**src/rtl/sid_cmd_sched_pkg.sv**
```systemverilog
// rtl/sid_cmd_sched_pkg.sv - shared entry layout, delay address default and FSM encodings
package sid_cmd_sched_pkg;

    localparam logic [4:0] DELAY_ADDR_DEF = 5'h1f;
    localparam int ENTRY_W  = 13;
    localparam int DATA_LSB = 0;
    localparam int DATA_MSB = 7;
    localparam int ADDR_LSB = 8;
    localparam int ADDR_MSB = 12;

    typedef enum logic {
        P_ADDR = 1'b0,
        P_DATA = 1'b1
    } parse_state_t;

    typedef enum logic [1:0] {
        S_IDLE  = 2'd0,
        S_WRITE = 2'd1,
        S_WAIT  = 2'd2
    } issue_state_t;

endpackage

```
**src/rtl/sid_cmd_fifo.sv**
```systemverilog
// rtl/sid_cmd_fifo.sv - synchronous first-word-fall-through FIFO with simultaneous push/pop
module sid_cmd_fifo #(
    parameter int AW = 4,
    parameter int W  = 13
) (
    input  logic         clk,
    input  logic         rst_n,
    input  logic         push,
    input  logic         pop,
    input  logic [W-1:0] din,
    output logic [W-1:0] dout,
    output logic         full,
    output logic         empty
);

    logic [W-1:0]  mem [2**AW];
    logic [AW-1:0] wr_ptr;
    logic [AW-1:0] rd_ptr;
    logic [AW:0]   count;
    logic          do_push;
    logic          do_pop;

    // A pop in the same cycle frees the slot, so a full FIFO still accepts the push.
    assign do_push = push && (!full || pop);
    assign do_pop  = pop && !empty;
    assign full    = count[AW];
    assign empty   = (count == '0);
    assign dout    = mem[rd_ptr];

    always_ff @(posedge clk) begin
        if (do_push) begin
            mem[wr_ptr] <= din;
        end
    end

    always_ff @(posedge clk or negedge rst_n) begin
        if (!rst_n) begin
            wr_ptr <= '0;
            rd_ptr <= '0;
            count  <= '0;
        end else begin
            if (do_push) begin
                wr_ptr <= wr_ptr + 1'b1;
            end
            if (do_pop) begin
                rd_ptr <= rd_ptr + 1'b1;
            end
            case ({do_push, do_pop})
                2'b10:   count <= count + 1'b1;
                2'b01:   count <= count - 1'b1;
                default: count <= count;
            endcase
        end
    end

endmodule

```
**src/rtl/sid_cmd_sched.sv**
```systemverilog
// rtl/sid_cmd_sched.sv - UART byte pairs to paced SID register writes; SID_CMD_RX_TIMEOUT_EN adds parser resync
module sid_cmd_sched
    import sid_cmd_sched_pkg::*;
#(
    parameter int         FIFO_AW        = 4,
    parameter logic [4:0] DELAY_ADDR     = DELAY_ADDR_DEF,
    parameter int         WAIT_W         = 8,
    parameter int         TIMEOUT_CYCLES = 120000
) (
    input  logic       CLK_IN,
    input  logic       RSTn_i,
    input  logic [7:0] rx_byte,
    input  logic       rx_valid,
    input  logic       ce_1m,
    output logic       sid_we,
    output logic [4:0] sid_addr,
    output logic [7:0] sid_data,
    output logic       fifo_full,
    output logic       overflow,
    output logic       busy
);

    parse_state_t        p_state, p_next;
    issue_state_t        s_state, s_next;
    logic [4:0]          addr_lat;
    logic                push_req;
    logic                pop;
    logic                fifo_empty;
    logic [ENTRY_W-1:0]  fifo_dout;
    logic [4:0]          head_addr;
    logic [7:0]          head_data;
    logic [WAIT_W-1:0]   wcnt, wcnt_next;
    logic                we_next;
    logic [4:0]          addr_next;
    logic [7:0]          data_next;
    logic                tmo_hit;

    assign push_req  = rx_valid && (p_state == P_DATA);
    assign head_addr = fifo_dout[ADDR_MSB:ADDR_LSB];
    assign head_data = fifo_dout[DATA_MSB:DATA_LSB];
    assign busy      = !fifo_empty || (s_state != S_IDLE);

    sid_cmd_fifo #(.AW(FIFO_AW), .W(ENTRY_W)) u_fifo (
        .clk   (CLK_IN),
        .rst_n (RSTn_i),
        .push  (push_req),
        .pop   (pop),
        .din   ({addr_lat, rx_byte}),
        .dout  (fifo_dout),
        .full  (fifo_full),
        .empty (fifo_empty)
    );

`ifdef SID_CMD_RX_TIMEOUT_EN
    localparam int TW = $clog2(TIMEOUT_CYCLES + 1);
    logic [TW-1:0] tmo_cnt;

    // Counter sits at zero in P_ADDR, so it restarts on every entry into P_DATA.
    always_ff @(posedge CLK_IN or negedge RSTn_i) begin
        if (!RSTn_i) begin
            tmo_cnt <= '0;
        end else if (p_state == P_ADDR || rx_valid) begin
            tmo_cnt <= '0;
        end else begin
            tmo_cnt <= tmo_cnt + 1'b1;
        end
    end

    assign tmo_hit = (p_state == P_DATA) && !rx_valid && (tmo_cnt == TW'(TIMEOUT_CYCLES - 1));
`else
    assign tmo_hit = 1'b0;
`endif

    always_ff @(posedge CLK_IN or negedge RSTn_i) begin
        if (!RSTn_i) begin
            p_state  <= P_ADDR;
            addr_lat <= '0;
            overflow <= 1'b0;
        end else begin
            p_state <= p_next;
            if (rx_valid && p_state == P_ADDR) begin
                addr_lat <= rx_byte[4:0];
            end
            if (push_req && fifo_full && !pop) begin
                overflow <= 1'b1;
            end
        end
    end

    always_comb begin
        p_next = p_state;
        if (tmo_hit) begin
            p_next = P_ADDR;
        end else if (rx_valid) begin
            p_next = (p_state == P_ADDR) ? P_DATA : P_ADDR;
        end
    end

    always_ff @(posedge CLK_IN or negedge RSTn_i) begin
        if (!RSTn_i) begin
            s_state  <= S_IDLE;
            wcnt     <= '0;
            sid_we   <= 1'b0;
            sid_addr <= '0;
            sid_data <= '0;
        end else begin
            s_state  <= s_next;
            wcnt     <= wcnt_next;
            sid_we   <= we_next;
            sid_addr <= addr_next;
            sid_data <= data_next;
        end
    end

    always_comb begin
        s_next = s_state;
        if (ce_1m) begin
            if (s_state == S_WAIT && wcnt != '0) begin
                s_next = S_WAIT;
            end else if (!fifo_empty) begin
                s_next = (head_addr == DELAY_ADDR) ? S_WAIT : S_WRITE;
            end else begin
                s_next = S_IDLE;
            end
        end
    end

    // The delay entry takes its own slot, then wcnt more, giving data+1 idle SID cycles.
    always_comb begin
        pop       = 1'b0;
        wcnt_next = wcnt;
        we_next   = sid_we;
        addr_next = sid_addr;
        data_next = sid_data;
        if (ce_1m) begin
            if (s_state == S_WAIT && wcnt != '0) begin
                wcnt_next = wcnt - 1'b1;
                we_next   = 1'b0;
            end else if (!fifo_empty) begin
                pop = 1'b1;
                if (head_addr == DELAY_ADDR) begin
                    wcnt_next = WAIT_W'(head_data);
                    we_next   = 1'b0;
                end else begin
                    we_next   = 1'b1;
                    addr_next = head_addr;
                    data_next = head_data;
                end
            end else begin
                we_next = 1'b0;
            end
        end
    end

endmodule
```
**config.mk**
```make
export PLATFORM = sky130hd
export DESIGN_NAME = sid_cmd_sched
export DESIGN_NICKNAME = d
export VERILOG_FILES = /design/src/rtl/sid_cmd_sched_pkg.sv /design/src/rtl/sid_cmd_fifo.sv /design/src/rtl/sid_cmd_sched.sv
export SDC_FILE = /design/constraint.sdc
export NUM_CORES = 1
export LEC_CHECK = 0
export ABC_AREA = 1
export ABC_CLOCK_PERIOD_IN_PS = 3270
export BUFFER_PORTS_ARGS = -buffer_cell sky130_fd_sc_hd__buf_2
export CAP_MARGIN = 30
export CORE_MARGIN = 5
export CORE_UTILIZATION = 49
export CTS_BUF_LIST = sky130_fd_sc_hd__clkbuf_16
export DETAILED_ROUTE_END_ITERATION = 16
export GPL_ROUTABILITY_DRIVEN = 1
export HOLD_SLACK_MARGIN = 0.12
export PLACE_DENSITY = 0.66
export SLEW_MARGIN = 20
export SYNTH_ARGS = -nofsm -noshare
export SYNTH_HDL_FRONTEND = slang
export SYNTH_HIERARCHICAL = 1
export SYNTH_SLANG_ARGS = --single-unit
```
**constraint.sdc**
```tcl
create_clock -name CLK_IN -period 3.27 [get_ports CLK_IN]
set_input_delay 0.654 -clock CLK_IN [delete_from_list [all_inputs] [get_ports CLK_IN]]
set_output_delay 0.654 -clock CLK_IN [all_outputs]
set_load 0.02 [all_outputs]
```
==> results of run 1 <==
==> sequential cells by signal, indices dropped and copies added (netlist names) <==
register / count
u_fifo/wr_ptr: 4
s_state: 2
addr_lat: 5
u_fifo/rd_ptr: 4
sid_data: 8
u_fifo/mem: 208
wcnt: 8
sid_addr: 5
p_state: 1
u_fifo/count: 5
overflow: 1
==> worst paths after layout <==
check / endpoint / slack, ns / cells after the start
max: u_fifo/count[4]$_DFFE_PN0P_ / 0.45 / 19
min: sid_addr[1]$_DFFE_PN0P_ / 0.20 / 1
max reg2reg: u_fifo/count[4]$_DFFE_PN0P_ / 0.45 / 19
min reg2reg: sid_addr[1]$_DFFE_PN0P_ / 0.46 / 2
max in group asynchronous: s_state[0]$_DFFE_PN0P_ / 2.37 / 2
min in group CLK_IN: s_state[0]$_DFFE_PN0P_ / 0.36 / 2
==> where the power goes <==
| group | leakage (uW) | switching [uW] | internal [uW] |
|---|---|---|---|
| clock | 0.000485 | 1170 | 2030 |
| combinational | 0.00275 | 2760 | 1220 |
| sequential | 0.00240 | 374 | 4020 |
==> cells in the final DEF, fill, tap and decap left out, types with 9 or more instances in the layout <==
cell and count:
nand2_1 421, edfxtp_1 208, inv_1 123, nor2_1 106, nand3_1 93, dfrtp_1 42
buf_4 30, buf_2 28, clkbuf_16 27, nand2_2 23, nand3_2 21, ha_1 11
xor2_1 9
==> metrics by stage <==
stage | cells | worst slack, ns | hold WS [ns] | instance area [sq um] | power [uW]
after floorplan | 1127 | 0.570 | 0.358 | 11400 | 7350
after global placement | 1459 | 0.467 | 0.451 | 11900 | 8390
after detailed placement | 1459 | 0.438 | 0.453 | 11900 | 8440
after CTS | 1507 | 0.469 | 0.208 | 12800 | 11700
after global routing | 1507 | 0.187 | 0.247 | 12800 | 12400
final | 1507 | 0.449 | 0.201 | 12800 | 11600
==> cells by family (layout without fill, tap and decap cells) <==
family / Yosys count / count (layout) / share of synthesized area
mux: 5 / 5 / 0.00495
buf+inv: 161 / 228 / 0.0653
flops: 251 / 251 / 0.644
compound gates: 10 / 10 / 0.00517
fa+ha+maj: 12 / 12 / 0.0139
xor+xnor: 11 / 11 / 0.00847
simple gates: 677 / 677 / 0.259
==> worst max-delay path, cell delays in order, from the launching register on <==
cell and delay [ns]:
dfrtp_1 0.39, inv_1 0.14, ha_1 0.19, nand3_1 0.12
nor2_4 0.18, nor2_8 0.08, nor2_8 0.13, nand2_1 0.16
inv_1 0.13, ha_1 0.26, inv_1 0.10, fa_1 0.36
inv_1 0.08, nand2_1 0.06, nand2_1 0.08, nand2_1 0.05
nand2_1 0.05, nand2_1 0.05, nand2_1 0.05, nand2_1 0.05
==> metal layers <==
| layer | part of all wire | up-vias | wire length, um | track usage |
|---|---|---|---|---|
| met1 | 0.44 | 3634 | 10800 | 0.262 |
| met5 | 0 | - | 0 | 0 |
| met2 | 0.48 | 165 | 11700 | 0.309 |
| li1 | - | 3704 | - | - |
| met4 | 0.012 | 0 | 301 | 0.0415 |
| met3 | 0.062 | 26 | 1510 | 0.0276 |
==> final cells by class <==
cell class              instances  area share
clock buffers                  27      0.0527
flip-flops and latches        251       0.572
clock inverters                21      0.0207
repair buffers                 59      0.0301
well taps                     313      0.0306
inverters                     121      0.0360
multi-input cells             715       0.258
==> flow_metrics.py, run 1 <==
metrics = {
    "global_route": {
        "grt_pass1_vias": 7136,
        "grt-ovfl-total": 0,
        "grt_max_degree": 53,
        "antenna_found_initial": 0,
        "grt.total_usage": 0.186,
        "grt_pass1_wl_mm": 38.5,
    },
    "sta": {
        "min_period_over_period": 0.863,
        "setup_violations": 0,
        "rsz0062_at_grt": "false",
        "slew_viol_final": 0,
        "relSlewSlack": 0.486,
        "fmax_mhz": 355,
        "finalSetupTns_ns": 0,
        "tightest_slew_ns": 0.771,
        "fin_crit_ns": 2.82,
        "hold_viol_final": 0,
        "clock_skew_ns": 0.0113,
    },
    "drt": {
        "post_drt_wl_per_cell_um": 16.2,
        "num_vias": 7529,
        "finalWirelength_mm": 24.4,
        "drtAntennaViolNets": 0,
        "first_pass_iters": 5,
        "drt_iter0_drc": 561,
        "drc_errors": 0,
        "viasPerCell": 5.00,
    },
    "logic_synthesis": {
        "synth_async_sr_flop_share": 0.171,
        "syn_nets": 1151,
        "ys_ff_latch": 251,
        "postSynthCellCount": 1127,
        "netlist.area_leader.share": 0.549,
        "yosysWarnings": 6,
        "ys_types": 33,
        "synthFlopType": "edfxtp_1",
        "synth_area_sq_mm": 0.0114,
        "synth_most_common_cell": "nand2_1",
        "avgSynthCellArea_sq_um": 10.1,
        "seq_area_frac_synth": 0.644,
        "synth_edf_count": 208,
        "synth_common_cells": "nand2_1, edfxtp_1, inv_1, nor2_1, nand3_1",
        "synth.area.top_cells": "edfxtp_1, nand2_1, dfrtp_1",
        "synth_top_area_cell": "edfxtp_1",
    },
    "worst_hold_path": {
        "hold_class": "primary input to asynchronous set/reset pin",
    },
    "outcome": {
        "status": "finished clean",
    },
    "floorplanning": {
        "pin_count": 29,
        "fp.dieH_um": 162,
        "die_w_um": 162,
        "die-area_sq_mm": 0.0264,
        "initial_utilization": 0.499,
        "coreArea_sq_mm": 0.0228,
        "rows": 55,
    },
    "finish": {
        "final_nets": 1198,
        "regArea_sq_mm": 0.00733,
        "nFillCells": 1925,
        "num_antenna_cells": 0,
        "final_core_util": 0.563,
        "multiInputGateArea_sq_mm": 0.00331,
        "area_growth_syn_to_layout_pct": 12.7,
        "drive_gt1_frac": 0.135,
    },
    "critical_path": {
        "crit_fanout": 9,
        "cp.required_ns": 3.69,
        "startpoint": "wcnt[0]$_DFFE_PN0P_",
        "critPathKind": "flip-flop to flip-flop",
        "worstSetupStartpointType": "flip-flop",
        "reg2reg_from": "wcnt[0]$_DFFE_PN0P_",
        "arrival_ns": 3.24,
        "end_kind": "flip-flop",
    },
    "clock_network": {
        "clk_latency_ns": 0.52,
        "clkSinkCount": 251,
        "cts_tree": "built",
        "clkTransAtPathRegs_ns": 0.06,
        "cts_buffers": 26,
        "post_cts_resized": 0,
        "holdBufCountCts": 0,
        "postCtsSetupBuffers": 0,
        "clockBufferDepth": 3,
        "root_buffer": "clkbuf_16",
        "htreeDepth": 1,
    },
    "placement": {
        "place.gp.congestion": 0.844,
        "hpwl_mm": 15.5,
        "port_buffers": 28,
    },
    "power_and_ir_drop": {
        "leakage_uw": 0.00563,
        "peakVddDrop_mv": 0.436,
        "p_per_area_mw_per_mm2": 903,
    },
    "job": {
        "cap_violations": 0,
    },
}
No activity file was read; power rests on OpenSTA's default activity.
==> run 2, diff against run 1 <==
--- a/config.mk
+++ b/config.mk
@@ -14,8 +14,8 @@
 export CTS_BUF_LIST = sky130_fd_sc_hd__clkbuf_16
 export DETAILED_ROUTE_END_ITERATION = 16
 export GPL_ROUTABILITY_DRIVEN = 1
-export HOLD_SLACK_MARGIN = 0.12
-export PLACE_DENSITY = 0.66
+export HOLD_SLACK_MARGIN = 0.02
+export PLACE_DENSITY = 0.72
 export SLEW_MARGIN = 20
 export SYNTH_ARGS = -nofsm -noshare
 export SYNTH_HDL_FRONTEND = slang
==> flow_metrics.py, run 2 (synthesis results as in run 1) <==
metrics = {
    "floorplanning": {
        "pin_count": 29,
        "rows": 55,
        "die-area_sq_mm": 0.0264,
        "fp.dieH_um": 162,
        "initial_utilization": 0.499,
        "die_w_um": 162,
        "coreArea_sq_mm": 0.0228,
    },
    "placement": {
        "place.gp.congestion": 0.855,
        "hpwl_mm": 15.5,
        "port_buffers": 28,
    },
    "power_and_ir_drop": {
        "switching_share": 0.386,
        "power_frac_seq": 0.386,
        "power_switching_uw": 4450,
        "intPower_uw": 7080,
        "peakVddDrop_mv": 0.586,
        "p_per_area_mw_per_mm2": 904,
        "leakage_uw": 0.00561,
        "comb_power_share": 0.351,
        "power_uw": 11500,
        "p_clk_frac": 0.263,
    },
    "finish": {
        "num_antenna_cells": 0,
        "layout_common_cells": "nand2_1, edfxtp_1, inv_1, nor2_1, nand3_1",
        "drive_gt1_frac": 0.133,
        "largest_reg_flops": 208,
        "final_common_cell": "nand2_1",
        "area_growth_syn_to_layout_pct": 12.1,
        "top_regs": "u_fifo/mem (208), sid_data (8), wcnt (8)",
        "largest_register": "u_fifo/mem",
        "final_nets": 1195,
    },
    "clock_network": {
        "clkSinkCount": 251,
        "post_cts_resized": 0,
        "root_buffer": "clkbuf_16",
        "clockBufferDepth": 3,
        "clkTransAtPathRegs_ns": 0.06,
        "postCtsSetupBuffers": 0,
        "htreeDepth": 1,
        "cts_buffers": 27,
        "cts_tree": "built",
        "clk_latency_ns": 0.54,
        "holdBufCountCts": 0,
    },
    "drt": {
        "post_drt_wl_per_cell_um": 16.6,
        "drc_errors": 0,
        "viasPerCell": 5.09,
        "drt_iter0_drc": 777,
        "finalWirelength_mm": 25.0,
        "drtAntennaViolNets": 0,
        "num_vias": 7660,
        "first_pass_iters": 5,
    },
    "critical_path": {
        "reg2reg_depth": 13,
        "arrival_ns": 3.20,
        "crit-reg2reg-capture": "s_state[0]$_DFFE_PN0P_",
        "crit_fanout": 30,
        "end_kind": "flip-flop",
        "r2r_slack_ns": 0.48,
        "startpoint": "u_fifo/rd_ptr[0]$_DFFE_PN0P_",
        "worstSetupStartpointType": "flip-flop",
        "reg2reg_from": "u_fifo/rd_ptr[0]$_DFFE_PN0P_",
        "cp.required_ns": 3.68,
        "critPathKind": "flip-flop to flip-flop",
    },
    "sta": {
        "min_period_over_period": 0.853,
        "clock_skew_ns": 0.0144,
        "relSlewSlack": 0.494,
        "rsz0062_at_grt": "false",
        "finalSetupTns_ns": 0,
        "setup_violations": 0,
        "tightest_slew_ns": 0.758,
        "slew_viol_final": 0,
        "hold_viol_final": 0,
        "fmax_mhz": 358,
        "fin_crit_ns": 2.79,
    },
    "global_route": {
        "antenna_found_initial": 0,
        "grt_pass1_vias": 7169,
        "grt-ovfl-total": 0,
        "grt_max_degree": 132,
        "grt.total_usage": 0.190,
        "grt_pass1_wl_mm": 39.2,
    },
    "job": {
        "cap_violations": 0,
    },
    "outcome": {
        "status": "finished clean",
    },
    "worst_hold_path": {
        "hold_class": "primary input to asynchronous set/reset pin",
    },
}
## run 2: cell count changes in the layout (fill, tap and decap cells not counted)
cell,delta
inv_16,+1
bufinv_16,-4
clkinv_1,-1
inv_1,+2
clkinv_2,+2
clkbuf_16,+2
buf_4,-4
## run 2: worst max-delay path by stage
stage	slack, ns	to
floorplan	0.57	u_fifo/count[4]$_DFFE_PN0P_
global placement	0.52	u_fifo/count[4]$_DFFE_PN0P_
detailed placement	0.49	u_fifo/count[4]$_DFFE_PN0P_
CTS	0.48	u_fifo/count[4]$_DFFE_PN0P_
global route	0.25	sid_data[0]$_DFFE_PN0P_
finish	0.48	s_state[0]$_DFFE_PN0P_
## run 2: cell type report
type / instances / area [sq um]
fillers: 1926 / 10000
inverters: 121 / 462
clock inverters: 21 / 179
flip-flops and latches: 251 / 7330
multi-input cells: 715 / 3310
well taps: 313 / 392
clock buffers: 29 / 726
repair buffers: 55 / 355
## run 2: critical path, cell delays in order (launching register included)
cell	delay, ns
dfrtp_4	0.50
inv_2	0.44
buf_4	0.26
nand2_1	0.06
nand3_1	0.07
nand2_1	0.05
nor2_1	0.13
nand2_1	0.07
nand2_1	0.10
nand2_1	0.06
inv_1	0.09
nand3_1	0.40
nand2_4	0.33
o21ai_1	0.09
## run 2: routing by layer
layer / track usage / routed length [um] / up-vias
li1: - / - / 3708
met1: 0.267 / 10800 / 3671
met2: 0.319 / 12100 / 242
met3: 0.0278 / 1670 / 39
met4: 0.0388 / 458 / 0
met5: 0 / 0 / -
## run 2: through the flow
| step | cells | instance area [sq um] | setup WS, ns | hold WS (ns) | util |
|---|---|---|---|---|---|
| after floorplan | 1127 | 11400 | 0.570 | 0.358 | - |
| after global placement | 1455 | 11800 | 0.516 | 0.451 | 0.520 |
| after detailed placement | 1455 | 11800 | 0.485 | 0.455 | 0.520 |
| after CTS | 1505 | 12700 | 0.478 | 0.206 | 0.560 |
| after global routing | 1505 | 12700 | 0.251 | 0.251 | 0.560 |
| final | 1505 | 12700 | 0.479 | 0.188 | 0.560 |
## run 2: power groups by stage
stage	Sequential [uW]	Combinational [uW]	Clock (uW)
finish	4450	4050	3030
detailed placement	4510	3990	0
CTS	4450	4020	3090
floorplan	4450	2900	0
global route	4510	4490	3250
global placement	4500	3940	0
==> run 3, diff against run 2 <==
--- a/config.mk
+++ b/config.mk
@@ -5,7 +5,7 @@
 export SDC_FILE = /design/constraint.sdc
 export NUM_CORES = 1
 export LEC_CHECK = 0
-export ABC_AREA = 1
+export ABC_AREA = 0
 export ABC_CLOCK_PERIOD_IN_PS = 3270
 export BUFFER_PORTS_ARGS = -buffer_cell sky130_fd_sc_hd__buf_2
 export CAP_MARGIN = 30
==> flow_metrics.py, run 3 <==
metrics = {
    "critical_path": {
        "cp.required_ns": 3.66,
        "critPathKind": "flip-flop to flip-flop",
        "crit_buf_inv": 4,
        "arrival_ns": 3.51,
        "crit_fanout": 4,
        "slowest_delay_ns": 0.56,
        "reg2reg_from": "u_fifo/count[3]$_DFFE_PN0P_",
        "path_cells": "or4_1, nor2_4, nor2b_4, nand2_2, inv_1, inv_2, a21boi_4, inv_1, ha_4, inv_2, fa_2, nor2b_2, o21ai_2, nand3_1, or3b_4, xnor2_2",
        "end_kind": "flip-flop",
        "startpoint": "u_fifo/count[3]$_DFFE_PN0P_",
        "worstSetupStartpointType": "flip-flop",
        "path_delay_family": "simple AND/OR/NAND/NOR gates",
        "cp_slowest_cell": "or4_1",
    },
    "power_and_ir_drop": {
        "p_per_area_mw_per_mm2": 907,
        "power_uw": 10600,
        "peakVddDrop_mv": 0.663,
        "leakage_uw": 0.00419,
    },
    "drt": {
        "post_drt_wl_per_cell_um": 23.6,
        "viasPerCell": 5.93,
        "drtAntennaViolNets": 0,
        "finalWirelength_mm": 22.2,
        "drc_errors": 0,
        "num_vias": 5583,
        "drt_iter0_drc": 540,
        "first_pass_iters": 5,
    },
    "floorplanning": {
        "coreArea_sq_mm": 0.0204,
        "pin_count": 29,
        "rows": 52,
        "die_w_um": 154,
        "initial_utilization": 0.500,
        "die-area_sq_mm": 0.0238,
        "fp.dieH_um": 154,
    },
    "logic_synthesis": {
        "avgSynthCellArea_sq_um": 17.4,
        "synth_common_cells": "edfxtp_1, mux2i_1, dfrtp_1, nand2_1",
        "yosysWarnings": 6,
        "netlist.area_leader.share": 0.613,
        "synth_area_sq_mm": 0.0102,
        "synthFlopType": "edfxtp_1",
        "seq_area_frac_synth": 0.718,
        "ys_types": 48,
        "synth_top_area_cell": "edfxtp_1",
        "ys_ff_latch": 251,
        "synth.area.top_cells": "edfxtp_1, dfrtp_1, mux4_2",
        "synth_async_sr_flop_share": 0.171,
        "postSynthCellCount": 585,
        "synth_edf_count": 208,
        "syn_nets": 609,
        "synth_most_common_cell": "edfxtp_1",
    },
    "global_route": {
        "grt_pass1_vias": 5732,
        "grt-ovfl-total": 0,
        "grt.total_usage": 0.186,
        "grt_max_degree": 44,
        "antenna_found_initial": 0,
        "grt_pass1_wl_mm": 34.0,
    },
    "finish": {
        "final_common_cell": "edfxtp_1",
        "drive_gt1_frac": 0.251,
        "top_regs": "u_fifo/mem (208), sid_data (8), wcnt (8)",
        "area_growth_syn_to_layout_pct": 14.5,
        "final_nets": 677,
        "num_antenna_cells": 0,
        "largest_register": "u_fifo/mem",
        "layout_common_cells": "edfxtp_1, mux2i_1, dfrtp_1, buf_4",
        "nFillCells": 1494,
        "largest_reg_flops": 208,
        "fin_cells": 942,
    },
    "clock_network": {
        "clkTransAtPathRegs_ns": 0.06,
        "clkSinkCount": 251,
        "clk_latency_ns": 0.51,
        "htreeDepth": 1,
        "holdBufCountCts": 0,
        "cts_tree": "built",
        "cts_buffers": 25,
        "root_buffer": "clkbuf_16",
        "clockBufferDepth": 3,
    },
    "placement": {
        "placedCellCount": 893,
        "port_buffers": 28,
        "hpwl_mm": 13.6,
        "place.gp.congestion": 0.821,
    },
    "sta": {
        "fin_crit_ns": 3.12,
        "slew_viol_final": 0,
        "hold_viol_final": 0,
        "clock_skew_ns": 0.0130,
        "finalSetupTns_ns": 0,
        "tightest_slew_ns": 0.950,
        "rsz0062_at_grt": "false",
        "worst_hold_slack_ns": 0.148,
        "min_period_over_period": 0.955,
        "setup_violations": 0,
        "fmax_mhz": 320,
        "relSlewSlack": 0.361,
    },
    "job": {
        "cap_violations": 0,
    },
    "worst_hold_path": {
        "hold_class": "primary input to asynchronous set/reset pin",
    },
    "outcome": {
        "status": "finished clean",
    },
}
run 3: changes by cell type after synthesis, sizes merged, moves of 56 or more:
cell	previous run	this run
nand3	114	9
nor2	113	15
mux2i	0	56
inv	120	16
nand2	445	28
run 3: per-layer routing:
metal / up-vias / track usage / part of all wire
li1: 2474 / - / -
met1: 2883 / 0.256 / 0.41
met2: 182 / 0.311 / 0.51
met3: 44 / 0.0221 / 0.054
met4: 0 / 0.0652 / 0.032
met5: - / 0 / 0
run 3: final cells by class:
class	count	area (sq um)	share of cell area
flip-flops and latches	251	7330	0.628
multi-input cells	290	2750	0.236
clock buffers	25	626	0.0536
repair buffers	69	463	0.0397
well taps	270	338	0.0290
clock inverters	21	101	0.00869
inverters	16	60.1	0.00515
run 3: worst paths after layout:
kind	slack, ns	end	cells after the start
min	0.15	sid_data[5]$_DFFE_PN0P_	1
min in group CLK_IN	0.35	p_state$_DFFE_PN0P_	2
max in group asynchronous	2.69	u_fifo/rd_ptr[0]$_DFFE_PN0P_	1
max	0.15	u_fifo/count[4]$_DFFE_PN0P_	16
min reg2reg	0.48	overflow$_DFFE_PN0P_	1
max reg2reg	0.15	u_fifo/count[4]$_DFFE_PN0P_	16
run 3: stage by stage:
step,utilization,setup WS (ns),instance area [sq um]
6_report,0.573,0.149,11700
3_3_place_gp,0.533,0.0434,10900
4_1_cts,0.569,0.0567,11600
3_5_place_dp,0.533,-0.118,10900
5_1_grt,0.573,0.0191,11700
2_1_floorplan,-,-0.162,10300
run 3: where the power goes:
part           total [uW]  switching, uW  internal (uW)
logic                3550           2000           1560
clock network        2520           1120           1390
registers            4520            478           4040
run 3: repair_timing:
item	4_1_cts	5_1_grt
endpoints found under the setup margin	1	10
pin swaps	0	5
buffers inserted	0	3
gates cloned	0	0
resized for setup	3	10
run 3: cell families (layout without fill, tap and decap cells):
group,Yosys count,in the layout,synth area share
flops,251,251,0.718
mux,97,97,0.129
compound gates,89,89,0.0653
simple gates,81,81,0.0403
buf+inv,44,131,0.0216
fa+ha+maj,12,12,0.0155
xor+xnor,11,11,0.00945
